===== config.mk =====
export PLATFORM = sky130hd
export DESIGN_NAME = bus_arbiter
export DESIGN_NICKNAME = d
export VERILOG_FILES = /design/src/rtl/bus_pkg.sv /design/src/rtl/arb_pick.sv /design/src/rtl/bus_arbiter.sv
export SDC_FILE = /design/constraint.sdc
export NUM_CORES = 1
export LEC_CHECK = 0
export BUFFER_PORTS_ARGS = -buffer_cell sky130_fd_sc_hd__buf_4
export CAP_MARGIN = 10
export CORE_UTILIZATION = 50
export DETAILED_ROUTE_END_ITERATION = 16
export GPL_TIMING_DRIVEN = 0
export PLACE_DENSITY = 0.95
export RECOVER_POWER = 25
export SLEW_MARGIN = 20
export SYNTH_ARGS = -nofsm -noshare
export SYNTH_HDL_FRONTEND = slang
export SYNTH_SLANG_ARGS = --single-unit

===== constraint.sdc =====
create_clock -name clk -period 4.7 [get_ports clk]
set_clock_uncertainty 0.2 [all_clocks]
set_input_delay 0.94 -clock clk [delete_from_list [all_inputs] [get_ports clk]]
set_output_delay 0.94 -clock clk [all_outputs]
set_load 0.005 [all_outputs]

===== src/rtl/bus_pkg.sv =====
`default_nettype none
// ============================================================================
// Package     : bus_pkg
// Description : Shared types and constants for the instruction-fetch /
//               load-store memory arbiter: FSM state encoding, transaction
//               owner encoding, default byte-enable and a helper that sizes
//               the fetch-starvation counter.
// Revision    : 1.0 - initial release
// ============================================================================
package bus_pkg;

    // Arbiter transaction phases
    typedef enum logic [1:0] {
        IDLE = 2'd0,
        REQ  = 2'd1,
        WAIT = 2'd2
    } state_e;

    // Owner of the single outstanding memory transaction
    typedef enum logic {
        OWN_IF = 1'b0,
        OWN_LS = 1'b1
    } owner_e;

    // Fetches always read a full word
    localparam logic [3:0] BE_DEFAULT = 4'b1111;

    // Width needed to hold 0..limit (at least one bit)
    function automatic int cnt_width(input int limit);
        return (limit < 1) ? 1 : $clog2(limit + 1);
    endfunction

endpackage
`default_nettype wire


===== src/rtl/arb_pick.sv =====
`default_nettype none
// ============================================================================
// Module      : arb_pick
// Description : Combinational winner selection between the fetch and the
//               load/store requester.
//               Macro ARB_ROUND_ROBIN_EN selects round-robin mode (ptr_i is
//               the side preferred on a tie); otherwise fixed priority with
//               a fetch-starvation escape (cnt_i == STARVE_LIMIT -> fetch).
// Ports       : if_req_i  - fetch request
//               ls_req_i  - load/store request
//               ptr_i     - preferred owner on a tie (round-robin build only)
//               cnt_i     - consecutive fetch losses (fixed-priority build)
//               winner_o  - selected owner (meaningful when any req is set)
// Revision    : 1.0 - initial release
// ============================================================================
module arb_pick
    import bus_pkg::*;
#(
    parameter int STARVE_LIMIT = 4,
    parameter int CNT_W        = 3
) (
    input  logic             if_req_i,
    input  logic             ls_req_i,
`ifdef ARB_ROUND_ROBIN_EN
    input  owner_e           ptr_i,
`else
    input  logic [CNT_W-1:0] cnt_i,
`endif
    output owner_e           winner_o
);

`ifndef ARB_ROUND_ROBIN_EN
    localparam logic [CNT_W-1:0] LIMIT_C = CNT_W'(STARVE_LIMIT);
`endif

    always_comb begin
        winner_o = OWN_IF;
        if (if_req_i && ls_req_i) begin
`ifdef ARB_ROUND_ROBIN_EN
            winner_o = ptr_i;
`else
            // Load/store has priority unless fetch has starved long enough
            winner_o = (cnt_i == LIMIT_C) ? OWN_IF : OWN_LS;
`endif
        end else if (ls_req_i) begin
            winner_o = OWN_LS;
        end
    end

endmodule
`default_nettype wire


===== src/rtl/bus_arbiter.sv =====
`default_nettype none
// ============================================================================
// Module      : bus_arbiter
// Description : Shares one memory port between instruction fetch (IF) and
//               load/store (LS). One transaction outstanding at a time:
//               IDLE (arbitrate, grant) -> REQ (mem_req_o until mem_gnt_i)
//               -> WAIT (until mem_rvalid_i) -> response one cycle later.
//               jump_en_i discards the response of an in-flight fetch.
//               Macro ARB_ROUND_ROBIN_EN: alternate winners on a tie instead
//               of fixed LS priority with fetch-starvation escape.
// Ports       : clk, rst (async, active low)
//               if_*  - fetch request/grant/response
//               ls_*  - load/store request/grant/response
//               mem_* - memory request/grant/response
//               jump_en_i   - flush of in-flight fetch
//               hold_flag_o - pipeline stall request
// Revision    : 1.0 - initial release
// ============================================================================
module bus_arbiter
    import bus_pkg::*;
#(
    parameter int STARVE_LIMIT = 4
) (
    input  logic        clk,
    input  logic        rst,

    input  logic        if_req_i,
    input  logic [31:0] if_addr_i,
    output logic        if_gnt_o,
    output logic        if_rvalid_o,
    output logic [31:0] if_rdata_o,

    input  logic        ls_req_i,
    input  logic        ls_we_i,
    input  logic [3:0]  ls_be_i,
    input  logic [31:0] ls_addr_i,
    input  logic [31:0] ls_wdata_i,
    output logic        ls_gnt_o,
    output logic        ls_rvalid_o,
    output logic [31:0] ls_rdata_o,

    output logic        mem_req_o,
    output logic        mem_we_o,
    output logic [3:0]  mem_be_o,
    output logic [31:0] mem_addr_o,
    output logic [31:0] mem_wdata_o,
    input  logic        mem_gnt_i,
    input  logic        mem_rvalid_i,
    input  logic [31:0] mem_rdata_i,

    input  logic        jump_en_i,
    output logic        hold_flag_o
);

    localparam int CNT_W = cnt_width(STARVE_LIMIT);

    state_e      state_q;
    owner_e      owner_q;
    logic        we_q;
    logic [3:0]  be_q;
    logic [31:0] addr_q;
    logic [31:0] wdata_q;
    logic        kill_q;       // in-flight fetch response must be dropped
    logic        if_rvalid_q;
    logic        ls_rvalid_q;
    logic [31:0] if_rdata_q;
    logic [31:0] ls_rdata_q;

    owner_e      winner_d;
    logic        arb_d;        // an arbitration happens this cycle

`ifdef ARB_ROUND_ROBIN_EN
    owner_e      ptr_q;        // side preferred on the next tie
`else
    localparam logic [CNT_W-1:0] LIMIT_C = CNT_W'(STARVE_LIMIT);
    logic [CNT_W-1:0] cnt_q;   // consecutive fetch losses
`endif

    arb_pick #(
        .STARVE_LIMIT (STARVE_LIMIT),
        .CNT_W        (CNT_W)
    ) u_arb_pick (
        .if_req_i (if_req_i),
        .ls_req_i (ls_req_i),
`ifdef ARB_ROUND_ROBIN_EN
        .ptr_i    (ptr_q),
`else
        .cnt_i    (cnt_q),
`endif
        .winner_o (winner_d)
    );

    // Reset gates the combinational outputs so they read 0 while rst is low
    assign arb_d    = rst && (state_q == IDLE) && (if_req_i || ls_req_i);
    assign if_gnt_o = arb_d && if_req_i && (winner_d == OWN_IF);
    assign ls_gnt_o = arb_d && ls_req_i && (winner_d == OWN_LS);

    // A fetch keeps the pipeline stalled until the FSM is back in IDLE
    assign hold_flag_o = rst && ((if_req_i && !if_gnt_o) ||
                                 ((state_q != IDLE) && (owner_q == OWN_IF)));

    assign mem_req_o   = (state_q == REQ);
    assign mem_we_o    = we_q;
    assign mem_be_o    = be_q;
    assign mem_addr_o  = addr_q;
    assign mem_wdata_o = wdata_q;

    assign if_rvalid_o = if_rvalid_q;
    assign ls_rvalid_o = ls_rvalid_q;
    assign if_rdata_o  = if_rdata_q;
    assign ls_rdata_o  = ls_rdata_q;

    always_ff @(posedge clk or negedge rst) begin
        if (!rst) begin
            state_q     <= IDLE;
            owner_q     <= OWN_IF;
            we_q        <= 1'b0;
            be_q        <= 4'b0000;
            addr_q      <= 32'h0;
            wdata_q     <= 32'h0;
            kill_q      <= 1'b0;
            if_rvalid_q <= 1'b0;
            ls_rvalid_q <= 1'b0;
            if_rdata_q  <= 32'h0;
            ls_rdata_q  <= 32'h0;
`ifdef ARB_ROUND_ROBIN_EN
            ptr_q       <= OWN_IF;
`else
            cnt_q       <= '0;
`endif
        end else begin
            if_rvalid_q <= 1'b0;
            ls_rvalid_q <= 1'b0;
            case (state_q)
                IDLE: begin
                    if (arb_d) begin
                        owner_q <= winner_d;
                        kill_q  <= 1'b0;
                        state_q <= REQ;
                        if (winner_d == OWN_IF) begin
                            addr_q  <= if_addr_i;
                            we_q    <= 1'b0;
                            be_q    <= BE_DEFAULT;
                            wdata_q <= 32'h0;
                        end else begin
                            addr_q  <= ls_addr_i;
                            we_q    <= ls_we_i;
                            be_q    <= ls_be_i;
                            wdata_q <= ls_wdata_i;
                        end
`ifdef ARB_ROUND_ROBIN_EN
                        ptr_q <= (winner_d == OWN_IF) ? OWN_LS : OWN_IF;
`else
                        if (winner_d == OWN_IF) begin
                            cnt_q <= '0;
                        end else if (if_req_i && (cnt_q != LIMIT_C)) begin
                            cnt_q <= cnt_q + 1'b1;
                        end
`endif
                    end
                end
                REQ: begin
                    if (jump_en_i && (owner_q == OWN_IF)) begin
                        kill_q <= 1'b1;
                    end
                    if (mem_gnt_i) begin
                        state_q <= WAIT;
                    end
                end
                WAIT: begin
                    if (jump_en_i && (owner_q == OWN_IF)) begin
                        kill_q <= 1'b1;
                    end
                    if (mem_rvalid_i) begin
                        state_q <= IDLE;
                        if (owner_q == OWN_LS) begin
                            ls_rvalid_q <= 1'b1;
                            ls_rdata_q  <= mem_rdata_i;
                        end else if (!kill_q && !jump_en_i) begin
                            // A flush landing with the data still drops it
                            if_rvalid_q <= 1'b1;
                            if_rdata_q  <= mem_rdata_i;
                        end
                    end
                end
                default: begin
                    state_q <= IDLE;
                end
            endcase
        end
    end

endmodule
`default_nettype wire


; ---- After elaboration in Yosys (flattened, before gate mapping)
; Cells that the tools add are included.
[totals]
rom_bits = 0
out_inout_bits = 139
n_memories = 0
reg_bits = 142
latchBits = 0
ram_bits = 0
wordCells = 75
inputBits = 140
[classes]
n_shift = 0
n_mul = 0
bitwise_logic = 2
div = 0
n_addsub = 1
n_reduce_logical = 28
n_eq_ne = 9
magnitude_cmp = 0
mux = 23
[ops]
columns = operator, n
row1 = $mux 32, 2
row2 = $logic_and 1x1->1, 13
row3 = $mux 1, 13
row4 = $reduce_and 3->1, 4
row5 = $mux 2, 3
row6 = $mux 3, 2
row7 = $ne 2x1->1 const B, 3
row8 = $pmux 2 s3, 1
row9 = $mux 4, 1
row10 = $ne 2x2->1 const B, 2
row11 = $reduce_and 4->1, 1
row12 = $reduce_bool 2->1, 2
row13 = $add 3x1->3 const B, 1
row14 = $eq 3x3->1 const B, 1
row15 = $logic_not 1->1, 3
row16 = $ne 3x3->1 const B, 1
row17 = $eq 2x1->1 const B, 1
row18 = $eq 2x2->1 const B, 1
row19 = $logic_not 2->1, 1
row20 = $logic_or 1x1->1, 2
row21 = $not 1->1, 2
row22 = $pmux 1 s2, 1
row23 = $reduce_and 2->1, 1
row24 = $reduce_or 2->1, 1

; ---- Longest topological paths before layout
; Gate-level depths: netlist of the first run.
[depth]
ltp_word = 9
depth_mapped = 8
ltp_nobuf = 6

; ---- Modules after synthesis
; A second synthesis of the first run with hierarchy kept.
[hier_totals]
hier_cells = 492
hier_area_um2 = 5841.9
[by_module_without_submodules]
columns = mod, n_inst, cells_each, area_each_um2, seq_area_each_um2
row1 = bus_arbiter, 1, 490, 5829.3, 3553.4
row2 = arb_pick, 1, 2, 12.5, 0.0

; ---- Least setup slack after synthesis of the first run
; No wires, ideal clock.
[synth_path]
kind = input port to output port
startpoint = input if_req_i
endpoint = output if_gnt_o
arrival_ns = 1.859
stages = 6
path_slack_ns = 1.701
required_ns = 3.560
n_path_buf = 3
cell_sequence = buf_2 -> nand3_2 -> and2_1 -> clkbuf_1 -> buf_2 -> nor2_1
[synth_via]
elab_chain_len = 4
word_cells_on_any_way = 7
classes_between = 1 x mux / 1 x bitwise / 5 x reduce/logical
[synth_rtl]
columns = item, line
row1 = from (decl), bus_arbiter.sv:27  ; input logic if_req_i,
row2 = $logic_and 1x1->1 or $logic_or 1x1->1 (tied branches), "arb_pick.sv:38, bus_arbiter.sv:94"
row3 = $mux 1 or $logic_and 1x1->1 (tied branches), "arb_pick.sv:38, bus_arbiter.sv:94"
row4 = $not 1->1 or $logic_and 1x1->1 (tied branches), n/a
row5 = $logic_and 1x1->1 (*), bus_arbiter.sv:95  ; assign if_gnt_o = arb_d && if_req_i && (winner_d == OWN_IF);
row6 = to (decl), bus_arbiter.sv:29  ; output logic if_gnt_o,
; Every way passes the cells marked *; elsewhere a longest branch is shown, timed or not.

; ---- Worst setup path in the final report of the first run
[layout_path]
startpoint = input rst
endpoint = output ls_gnt_o
[layout_via]
elab_chain_len = 4
[layout_rtl]
columns = item, line
row1 = from (decl), bus_arbiter.sv:25  ; input logic rst,
row2 = $logic_and 1x1->1 (2 in series), bus_arbiter.sv:94  ; assign arb_d = rst && (state_q == IDLE) && (if_req_i || ls_req_i);
row3 = $logic_and 1x1->1 (2 in series), bus_arbiter.sv:96  ; assign ls_gnt_o = arb_d && ls_req_i && (winner_d == OWN_LS);
row4 = to (decl), bus_arbiter.sv:38  ; output logic ls_gnt_o,
; No other way between the ends.

==> impl_metrics.py, run 1 <==
metrics = {
    "outcome": {
        "outcome": "finished, violations left",
        "violations": "max-capacitance violations, max-slew violations",
    },
    "critical_path": {
        "worstReg2RegStart": "state_q[1]",
        "critPathMaxFanout": 69,
        "slowest_delay_ns": 0.36,
        "crit_path_start_kind": "input port",
        "cp_slowest_cell": "buf_8",
        "endpoint_kind": "output pin",
        "r2r_slack_ns": 2.52,
        "cpLargestDelayFamily": "buffers and inverters",
        "path_buf_inv": 4,
        "path_class": "input port to output pin",
        "crit_chain": "buf_8, nand4_2, inv_2, buf_2, buf_4",
        "crit_arrival_ns": 2.27,
        "crit_start": "rst",
        "required_ns": 3.56,
    },
    "global_route": {
        "grt_pass1_wl_mm": 25.9,
        "grt-ovfl-total": 0,
        "grt.total_usage": 0.286,
        "grt_max_degree": 81,
        "grt_pass1_vias": 5238,
        "antenna_found_initial": 0,
    },
    "power_and_ir_drop": {
        "power.share.sequential": 0.392,
        "p_int_mw": 3.80,
        "p_clk_frac": 0.241,
        "power_switching_mw": 1.71,
        "p_total_mw": 5.50,
        "power_density_nw_per_um2": 637,
        "switching_share": 0.310,
        "ir_drop_mv": 0.374,
        "p_comb_frac": 0.367,
        "leakage_nw": 4.31,
    },
    "yosys": {
        "syn_inst": 456,
        "syn_area_per_cell_um2": 12.7,
        "ys_seq_elements": 142,
        "ys_async_sr_fraction": 1.00,
        "yosysUniqueCellTypes": 31,
        "syn_nets": 602,
        "yosysWarnings": 0,
        "synth.yosys.seq_area_share": 0.614,
        "ys.flop_type": "dfrtp_1",
        "synthesis.area_um2": 5790,
        "synth_edf_count": 0,
    },
    "sta": {
        "hold_viol": 0,
        "tightest_slew_ns": 1.90,
        "timing.final.crit_share": 0.726,
        "max_freq_ghz": 0.293,
        "hold_slack_ns": 0.249,
        "tns_ns": 0,
        "maxSlewViolCount": 81,
        "maxSlewHeadroom": -0.268,
        "rsz0062_at_grt": "no",
        "min_period_ns": 3.41,
        "setup_viol": 0,
    },
    "finish": {
        "area_delta_synth_final_pct": 49.3,
        "antenna_cells": 0,
        "drive_above_1_share": 0.517,
        "fin_nets": 899,
        "post-route-util": 0.780,
        "layout_common_cells": "buf_4, dfrtp_1, nand2_1",
        "final_common_cell": "buf_4",
        "fin_area_um2": 8650,
    },
    "clocking": {
        "clockBufferDepth": 2,
        "cts_tree": "done",
        "numClockSinks": 142,
        "clk_pin_slew_worst_paths_ns": 0.07,
        "cts_htree_levels": 4,
        "holdBufCountCts": 0,
        "cts_root_buffer": "clkbuf_16",
        "postCtsSetupRepairBufs": 0,
        "clock_latency_ns": 0.40,
        "cts_buffers": 17,
        "cts.repair.resized": 0,
    },
    "floorplanning": {
        "core_um2": 11100,
        "dieHeight_um": 110,
        "initial_core_util": 0.523,
        "dieWidth_um": 110,
        "row_count": 38,
        "ioPinCount": 279,
        "die-area_um2": 12000,
    },
    "drt": {
        "num_vias": 4970,
        "wirelength_mm": 16.9,
        "drtPass1Iterations": 7,
        "post_drt_wl_per_cell_um": 18.6,
        "antenna_left": 0,
        "drc": 0,
        "drt-vias-per-instance": 5.49,
        "drtIter0Drc": 269,
    },
    "placement": {
        "hpwl_mm": 12.6,
        "dpl-instance-area_um2": 8080,
        "io_buffers": 277,
        "place.gp.congestion": 0.872,
    },
    "worst_hold_path": {
        "min_path_type": "input port to asynchronous set/reset pin",
    },
    "run": {
        "max_cap_violations": 1,
    },
}
worst reg2reg max path: cells and delay by family, from the launching register on:
family,cells,cell delay (ns)
AO/OA/AOI/OAI,2,0.62
adder cells (fa/ha/maj),1,0.14
buffers and inverters,2,0.31
flip-flops,1,0.40
multiplexers,1,0.39
through the flow:
stage	setup WS (ns)	instances
3_3_place_gp	0.100	873
2_1_floorplan	1.70	456
5_1_grt	1.12	906
4_1_cts	1.23	906
3_5_place_dp	1.22	874
6_report	1.29	906
state kept, by name (all words and copies together) (netlist names):
name / cells
cnt_q: 3
ls_rdata_o: 32
mem_wdata_o: 32
state_q: 2
owner_q: 1
mem_we_o: 1
ls_rvalid_o: 1
if_rdata_o: 32
mem_be_o: 4
if_rvalid_o: 1
mem_addr_o: 32
kill_q: 1
power by group through the flow:
stage | Sequential [mW] | Combinational [mW] | Clock (mW)
2_1_floorplan | 2.14 | 0.783 | 0
3_3_place_gp | 2.11 | 1.94 | 0
3_5_place_dp | 2.16 | 2.02 | 0
4_1_cts | 2.15 | 2.05 | 1.35
5_1_grt | 2.22 | 2.21 | 1.40
6_report | 2.16 | 2.02 | 1.33
worst paths after layout:
| kind | cells after the start | end |
|---|---|---|
| max in group asynchronous | 2 | if_rdata_o[30] |
| min in group clk | 1 | if_rdata_o[8] |
| hold reg to reg | 1 | if_rdata_o[8] |
| hold / removal | 1 | mem_addr_o[15] |
| setup / recovery | 5 | ls_gnt_o |
| setup reg to reg | 6 | state_q[1] |
cell type report:
| type | instances | area, um2 |
|---|---|---|
| Buffer | 36 | 169 |
| Clock buffer | 18 | 429 |
| Clock inverter | 14 | 158 |
| Fill cell | 681 | 2430 |
| Inverter | 12 | 45.0 |
| Multi-Input combinational cell | 266 | 2020 |
| Sequential cell | 142 | 3550 |
| Tap cell | 140 | 175 |
| Timing Repair Buffer | 278 | 2090 |
synth_stat cells, types with 2 or more instances:
cell / n / area share
dfrtp_1: 142 / 0.61
buf_2: 15 / 0.013
buf_4: 4 / 0.0052
o21ai_0: 2 / 0.0017
mux2_1: 3 / 0.0058
ha_1: 6 / 0.013
mux2_2: 63 / 0.12
and3_1: 2 / 0.0022
clkbuf_1: 16 / 0.010
a22o_1: 33 / 0.050
o22a_1: 4 / 0.0060
nand2_1: 69 / 0.045
a21oi_1: 3 / 0.0026
nand4_1: 33 / 0.036
inv_1: 11 / 0.0071
o211ai_1: 32 / 0.041
nand3_1: 4 / 0.0035
cells by family after synthesis:
| kind of cell | share of synthesized area |
|---|---|
| flip-flops | 0.614 |
| adder cells (fa/ha/maj) | 0.0130 |
| multiplexers | 0.130 |
| AND/OR/NAND/NOR | 0.0953 |
| AO/OA/AOI/OAI | 0.111 |
| buffers and inverters | 0.0369 |
per-layer routing:
metal,GRT usage,wire length [um]
met1,0.307,5970
met2,0.524,9060
met3,0.0871,1390
met4,0.112,445
met5,0,0
Power figures use the tool's default switching activity.
==> inputs of run 2 (changes only) <==
- CORE_UTILIZATION: 50 -> 46
- PLACE_DENSITY: 0.95 -> 0.92
- clock period: 4.7 -> 3.5 ns (I/O delays scaled with it)
==> run 2 against run 1 <==
- the flow still finishes with violations (max-capacitance violations, max-slew violations)
- utilization fell by 5.6 points
- via count rose by 1.6%
- wire length rose by 7.1%
- non-clock buffer count rose by 6
- combinational power rose by 36%
- clock power rose by 42%
- global-route usage fell by 1.7 points
- count of clock-buffer cells in the layout rose by 2
- critical path depth rose by 3
- cell count rose by 3.8%
==> impl_metrics.py, run 2 (same netlist as run 1, synthesis figures left out) <==
metrics = {
    "outcome": {
        "outcome": "finished, violations left",
        "violations": "max-capacitance violations, max-slew violations",
    },
    "drt": {
        "drtIter0Drc": 353,
        "drtPass1Iterations": 5,
        "num_vias": 5048,
        "drt-vias-per-instance": 5.37,
        "post_drt_wl_per_cell_um": 19.2,
        "wirelength_mm": 18.0,
        "antenna_left": 0,
        "drc": 0,
    },
    "critical_path": {
        "path_class": "flop to output pin",
        "required_ns": 2.60,
        "endpoint_kind": "output pin",
        "crit_chain": "inv_1, ha_1, nand3_2, and2_1, clkbuf_1, buf_2, nor2_1, buf_4",
        "crit_arrival_ns": 2.24,
        "path_buf_inv": 4,
        "cpLargestDelayFamily": "buffers and inverters",
        "slowest_delay_ns": 0.39,
        "crit_path_start_kind": "flop",
        "critPathMaxFanout": 10,
        "cp_slowest_cell": "dfrtp_1",
    },
    "placement": {
        "io_buffers": 277,
        "dp_cells": 902,
        "hpwl_mm": 12.9,
        "place.gp.congestion": 0.870,
        "place_ws_ns": 0.0841,
    },
    "floorplanning": {
        "dieWidth_um": 114,
        "dieHeight_um": 114,
        "initial_core_util": 0.476,
        "ioPinCount": 279,
        "die-area_um2": 13000,
        "row_count": 40,
        "core_um2": 12200,
    },
    "sta": {
        "tightest_slew_ns": 2.37,
        "max_freq_ghz": 0.319,
        "setup_viol": 0,
        "hold_slack_ns": 0.0990,
        "hold_viol": 0,
        "timing.final.crit_share": 0.897,
        "rsz0062_at_grt": "no",
        "tns_ns": 0,
        "maxSlewHeadroom": -0.579,
        "min_period_ns": 3.14,
        "maxSlewViolCount": 53,
        "postLayoutSetupSlackWorst_ns": 0.361,
    },
    "finish": {
        "area_delta_synth_final_pct": 52.0,
        "n_fill_cell": 838,
        "drive_above_1_share": 0.514,
        "antenna_cells": 0,
        "fin_nets": 905,
        "layout.cells.non_filler": 940,
        "final_common_cell": "buf_4",
        "layout_common_cells": "buf_4, dfrtp_1, nand2_1",
    },
    "power_and_ir_drop": {
        "p_clk_frac": 0.250,
        "switching_share": 0.308,
        "power_switching_mw": 2.32,
        "power.share.sequential": 0.387,
        "ir_drop_mv": 0.398,
        "p_comb_frac": 0.363,
        "p_int_mw": 5.23,
        "power_density_nw_per_um2": 858,
        "leakage_nw": 4.36,
        "p_total_mw": 7.55,
    },
    "global_route": {
        "grt-ovfl-total": 0,
        "antenna_found_initial": 0,
        "grt_max_degree": 78,
        "grt_pass1_wl_mm": 26.8,
        "grt_pass1_vias": 5203,
        "grt.total_usage": 0.269,
    },
    "clocking": {
        "cts_buffers": 17,
        "clk_pin_slew_worst_paths_ns": 0.06,
        "cts_root_buffer": "clkbuf_16",
        "cts_tree": "done",
        "cts_htree_levels": 4,
        "clock_latency_ns": 0.41,
        "postCtsSetupRepairBufs": 0,
        "clockBufferDepth": 2,
        "numClockSinks": 142,
    },
    "run": {
        "max_cap_violations": 1,
    },
    "worst_hold_path": {
        "min_path_type": "input port to asynchronous set/reset pin",
    },
}
run 2: cell types whose count changed in the layout (fill, tap and decap cells not counted), sizes merged:
cell / before / now
inv: 17 / 14
dlygate4sd3: 0 / 5
buf: 297 / 298
bufinv: 2 / 3
clkinvlp: 2 / 3
clkinv: 5 / 4
clkdlybuf4s25: 0 / 1
clkbuf: 35 / 36
run 2: final timing paths:
check	start	cells past startpoint	slack (ns)	to
worst min-delay path	rst	2	0.1	ls_rdata_o[19]
worst min register to register	mem_addr_o[27]	2	0.30	mem_addr_o[27]
worst max-delay path	cnt_q[0]	8	0.36	if_gnt_o
min in group clk	mem_addr_o[27]	2	0.30	mem_addr_o[27]
max in group asynchronous	rst	2	0.61	mem_addr_o[26]
worst max register to register	state_q[1]	8	1.24	mem_addr_o[18]
run 2: per-stage QoR:
stage / instance area [um2] / util
3_3_place_gp: 8080 / 0.665
3_5_place_dp: 8120 / 0.667
4_1_cts: 8740 / 0.719
5_1_grt: 8810 / 0.724
2_1_floorplan: 5790 / -
6_report: 8810 / 0.724
run 2: area by class of cell:
type	instances	area (um2)	area share
repair buffers	284	2180	0.248
inverters	12	45.0	0.00512
plain buffers	36	169	0.0192
well taps	168	210	0.0239
multi-input cells	266	2020	0.230
flip-flops and latches	142	3550	0.404
clock buffers	20	467	0.0530
clock inverters	12	158	0.0179
run 2: what timing repair did:
item                       4_1_cts  5_1_grt
gates resized for setup          0        1
hold buffers                     0        6
setup endpoints to repair        0        1
hold endpoints to repair         0        3
run 2: power by group through the flow:
stage                     Clock (mW)  Sequential, mW  Combinational [mW]
final                           1.89            2.92                2.74
after global routing            1.99            2.98                2.97
after CTS                       1.91            2.90                2.75
after detailed placement           0            2.90                2.74
after global placement             0            2.84                2.60
after floorplan                    0            2.87                1.05
run 2: metal layers:
layer | GRT usage | wire length (um)
met5 | 0 | 0
met4 | 0.0944 | 303
met2 | 0.484 | 9590
met1 | 0.303 | 6730
met3 | 0.0805 | 1420
